==> src/rtl/timer_555_multi.sv <==
// timer_555_multi: NCH independent 555-style monostable/astable timers counting a shared COUNT_EN tick.
// Define TIMER555_RETRIG_EN for a retriggerable monostable; undefined ignores triggers mid-phase.
module timer_555_multi #(
  parameter int BW  = 32,
  parameter int NCH = 4
) (
  input  logic              CLK,
  input  logic              RST_N,
  input  logic              COUNT_EN,
  input  logic [NCH-1:0]    MODE,
  input  logic [NCH-1:0]    CLR_N,
  input  logic [NCH-1:0]    TRG_N,
  input  logic [NCH*BW-1:0] HIGH_CNT,
  input  logic [NCH*BW-1:0] LOW_CNT,
  output logic [NCH-1:0]    OUT,
  output logic [NCH*BW-1:0] CNT_OUT
);
  typedef enum logic [1:0] {IDLE, HIGH, LOW} state_t;
  logic [NCH-1:0] prev_trg;
  logic [NCH-1:0] detect;
  assign detect = prev_trg & ~TRG_N;
  always_ff @(posedge CLK or negedge RST_N)
    if (!RST_N) prev_trg <= '1;
    else prev_trg <= TRG_N;
  for (genvar i = 0; i < NCH; i++) begin : g_ch
    state_t state, state_nxt;
    logic [BW-1:0] cnt, cnt_nxt, lim, lim_nxt, hi, lo;
    logic phase_end, retrig;
    // a programmed duration of 0 still gives a one-tick phase
    assign hi = (HIGH_CNT[i*BW +: BW] == '0) ? BW'(1) : HIGH_CNT[i*BW +: BW];
    assign lo = (LOW_CNT[i*BW +: BW] == '0) ? BW'(1) : LOW_CNT[i*BW +: BW];
    assign phase_end = (state != IDLE) && COUNT_EN && (cnt == lim - BW'(1));
`ifdef TIMER555_RETRIG_EN
    assign retrig = (state == HIGH) && !MODE[i] && detect[i];
`else
    assign retrig = 1'b0;
`endif
    always_comb begin
      state_nxt = state;
      cnt_nxt = cnt;
      lim_nxt = lim;
      if (!CLR_N[i]) begin
        state_nxt = IDLE;
        cnt_nxt = '0;
      end else if ((state == IDLE && (MODE[i] || detect[i])) || retrig || (phase_end && state == LOW && MODE[i])) begin
        state_nxt = HIGH;
        cnt_nxt = '0;
        lim_nxt = hi;
      end else if (phase_end && state == HIGH && MODE[i]) begin
        state_nxt = LOW;
        cnt_nxt = '0;
        lim_nxt = lo;
      end else if (phase_end) begin
        state_nxt = IDLE;
        cnt_nxt = '0;
      end else if (state != IDLE && COUNT_EN) begin
        cnt_nxt = cnt + BW'(1);
      end
    end
    always_ff @(posedge CLK or negedge RST_N)
      if (!RST_N) begin
        state <= IDLE;
        cnt <= '0;
        lim <= BW'(1);
      end else begin
        state <= state_nxt;
        cnt <= cnt_nxt;
        lim <= lim_nxt;
      end
    assign OUT[i] = state == HIGH;
    assign CNT_OUT[i*BW +: BW] = (state != IDLE) ? cnt : '0;
  end
endmodule

==> config.mk <==
export PLATFORM = sky130hd
export DESIGN_NAME = timer_555_multi
export DESIGN_NICKNAME = d
export VERILOG_FILES = /design/src/rtl/timer_555_multi.sv
export SDC_FILE = /design/constraint.sdc
export NUM_CORES = 1
export LEC_CHECK = 0
export BUFFER_PORTS_ARGS = -buffer_cell sky130_fd_sc_hd__buf_2
export CAP_MARGIN = 10
export CORE_UTILIZATION = 52
export CTS_CLUSTER_SIZE = 8
export DETAILED_ROUTE_END_ITERATION = 6
export HOLD_SLACK_MARGIN = 0.02
export PLACE_DENSITY_LB_ADDON = 0.05
export SLEW_MARGIN = 20
export SYNTH_ARGS = -nofsm -noshare
export SYNTH_HDL_FRONTEND = slang
export SYNTH_SLANG_ARGS = --single-unit
==> constraint.sdc <==
create_clock -name CLK -period 3.6 [get_ports CLK]
set_clock_uncertainty 0.1 [all_clocks]
set_input_delay 0 -clock CLK [delete_from_list [all_inputs] [get_ports CLK]]
set_output_delay 0 -clock CLK [all_outputs]
set_load 0.02 [all_outputs]
==> impl_results.md <==
- Max-cap viol count: 0
- DRT Wirelength: 85,800 µm
- Initial Utilization: 52.7%
- Crit. Startpoint: g_ch[3].lim[14]$_DFFE_PN0P_
- Setup-failing EPs final: 11
- Setup Crit Path Kind: register to register
- Crit path cell chain: or4_4 > or3_4 > o21a_1 > o41ai_2 > o22ai_2 > nor4bb_4 > nand4_2 > a21oi_4 > buf_6 > buf_16 > mux2_4
- Detailed-route DRC error count: 18
- Final Non-Filler Cells: 3,920
- Number of top-level pins: 403
- Flop-to-flop setup slack: -0.03 ns
- Vias: 24,602
- Max clock buf depth: 3
- Maximum VDD drop: 0.320 mV
- Initial antenna violation count: 2
- Synth Instances: 2,575
- Die width: 205 µm
- Post-synthesis instance area: 21,500 µm²
- Clock transition at the registers of the reported paths: 0.05 ns
- Final hold violations: 0
- Critical path required time: 3.94 ns
- Ys async rst share: 100%
- Slew @ Worst Pin: 1.13 ns
- Sequential-to-total area share from yosys stat: 31.2%
- Placed cells: 3,531
- Mapped Nets: 2,854
- Worst r2r src: g_ch[3].lim[14]$_DFFE_PN0P_
- Final TNS setup: -0.306 ns
- RSZ-0062 raised after global routing: true
- Global-route wire length before repair: 130,000 µm
- Chip height: 205 µm
- Synth top area cells: dfrtp_1 30%, xnor2_1 5.7%, xor2_1 5.3%
- CP Capture Type: register
- Tcrit/Tclk final: 101%
- Cells on worst reg2reg path: 11
- Routed vias/inst: 6.28
- Hold Path Cell Cnt: 6
- Synth cell types: 88
- Pre-antenna DRT Iters: 7
- F_max: 275 MHz
- Ys Warns: 0
- Dominant cell by count in the synthesized netlist: nor2_1
- CTS tree: done
- Largest net degree at the start of global routing: 85
- Dpl hpwl: 55,200 µm
- Int Power: 7.40 mW
- Total GRT Usage: 39.4%
- Switch Pwr: 3.95 mW
- CTS root buf: clkbuf_16
- H-tree depth: 2
- Worst Path Arrival: 3.97 ns
- Top cells by count, synth: 275 x nor2_1, 260 x dfrtp_1, 180 x nand2_1
- Worst hold slack: 0.0244 ns
- Yosys reg bits: 268
- Final setup margin: -0.0315 ns
- Share of the synthesized area in the top cell type: 30.3%
- Post-synth top area cell: dfrtp_1
- Ys flop type: dfrtp_1
- Routed WL per cell: 21.9 µm
- Syn Area/Cell: 8.35 µm²
- CP max stage delay: 0.54 ns
- Die ar.: 42,200 µm²
- Overflow left after global routing: 0
- Outcome: finished, violations left
- Clock latency on the worst-skew pair: 0.57 ns
- Hold path startpoint: LOW_CNT[96]
- Sw Ratio: 34.8%
- Clk network pwr share: 31.3%
- CTS sink cnt: 268
- Leakage power: 12.6 nW
- EDFF count, synth: 0
- DR iter-0 viols: 2,676
- Gpl congestion: 0.992
- CP Max Fanout: 10
- Reg-to-Reg End: g_ch[3].lim[14]$_DFFE_PN0P_
- Rows: 74
- Number of global-route vias before repair: 23,787
- Share of power burned in registers: 34.1%
- Failing checks: DRC, setup timing
- CTS buffer count: 40
- Final slew viol count: 0
- Area Growth Syn to Fin: 40.5%
- # port buffers: 402
- Worst hold path type: input port to register
- Layout cells sized above 1: 26.1%
- Tmin final: 3.63 ns
- Slew margin rel.: 24.7%
- Pwr per Cell Area: 376 nW/µm²
- Post-layout net count: 3,645
- ANT nets after route: 0
- Hold endpoint: g_ch[3].lim[0]$_DFFE_PN1P_
- Startpoint types: register
- Share of power burned in combinational logic: 34.6%
- Total core area: 40,800 µm²
- Max stage delay cell, worst path: or4_4
==> registers in the layout, indices dropped and copies added (netlist names) <==
signal,count
prev_trg,4
g_ch.cnt,128
g_ch.lim,128
g_ch.state,8
==> cells in the final DEF (no fill, tap or decap), drive strengths merged, types with 18 or more instances in the layout <==
master and instances:
or3 20, nor2b 143, buf 615, o311ai 28, nor3b 68, nand2 181, nor3 83, mux2 114
dlygate4sd3 297, nand3 107, nand4 100, o211ai 38, dfrtp 260, a311o 26, or4 18, o21ai 65
xnor2 140, a211oi 42, xor2 131, and3 47, clkbuf 64, a21oi 62, nor2 275, inv 67
nor4 112, a31oi 46
==> routing by layer <==
metal / track usage [%] / share of wire [%] / vias up
li1: - / - / 10970
met1: 50.4 / 39 / 11812
met2: 63.1 / 46 / 1468
met3: 7.57 / 8.8 / 352
met4: 20.4 / 5.4 / 0
met5: 0.119 / 0 / -
==> final cells by class <==
type	count	area, µm²
Timing Repair Buffer	916	6960
Sequential cell	268	6720
Antenna cell	1	2.50
Multi-Input combinational cell	2075	14500
Clock buffer	60	1110
Tap cell	532	666
Inverter	65	244
Clock inverter	3	26.3
Fill cell	3000	10600
==> power by group through the flow <==
stage,logic [mW],registers (mW),clock network [mW]
after floorplan,1.97,3.80,0
after global placement,3.23,3.84,0
final,3.92,3.87,3.56
after CTS,3.68,3.82,3.59
after detailed placement,3.30,3.86,0
after global routing,4.19,3.91,3.71
==> how the worst max path moves through the flow <==
stage / end / slack, ns
3_5_place_dp: g_ch[0].lim[18]$_DFFE_PN0P_ / -0.24
2_1_floorplan: g_ch[3].lim[1]$_DFFE_PN0P_ / 0.01
4_1_cts: g_ch[3].lim[4]$_DFFE_PN0P_ / -0.02
3_3_place_gp: g_ch[0].lim[20]$_DFFE_PN0P_ / -0.20
6_report: g_ch[3].lim[14]$_DFFE_PN0P_ / -0.03
5_1_grt: g_ch[3].lim[23]$_DFFE_PN0P_ / -0.18
==> through the flow <==
step / total power [mW] / utilization [%] / instance area [µm²] / worst slack (ns)
floorplan: 5.77 / - / 21500 / 0.0107
global placement: 7.07 / 61.6 / 25200 / -0.204
CTS: 11.1 / 72.6 / 29700 / -0.0157
global route: 11.8 / 74.0 / 30200 / -0.177
detailed placement: 7.16 / 61.6 / 25200 / -0.245
finish: 11.3 / 74.0 / 30200 / -0.0315
==> critical path, delay by kind of cell, from the launching register on <==
kind                   cells  cell delay [ns]
AND/OR/NAND/NOR            4             1.47
AO/OA/AOI/OAI              4             0.99
flip-flops                 1             0.37
multiplexers               1             0.30
buffers and inverters      2             0.28
==> logic make-up after synthesis <==
logic type | after synthesis | share of synthesized area (%)
XOR/XNOR | 272 | 11.1
multiplexers | 130 | 7.17
flip-flops | 268 | 31.2
buffers and inverters | 237 | 4.57
adder cells (fa/ha/maj) | 8 | 0.466
AND/OR/NAND/NOR | 1260 | 32.2
AO/OA/AOI/OAI | 400 | 13.2
==> what timing repair did <==
action | CTS | global route
endpoints found under the setup margin | 118 | 257
gates resized for setup | 53 | 82
gates cloned | 6 | 5
endpoints found under the hold margin | 470 | 0
setup buffers | 8 | 10
pin swaps | 12 | 24
hold buffers | 298 | 0
No activity file was read; power rests on OpenSTA's default activity.
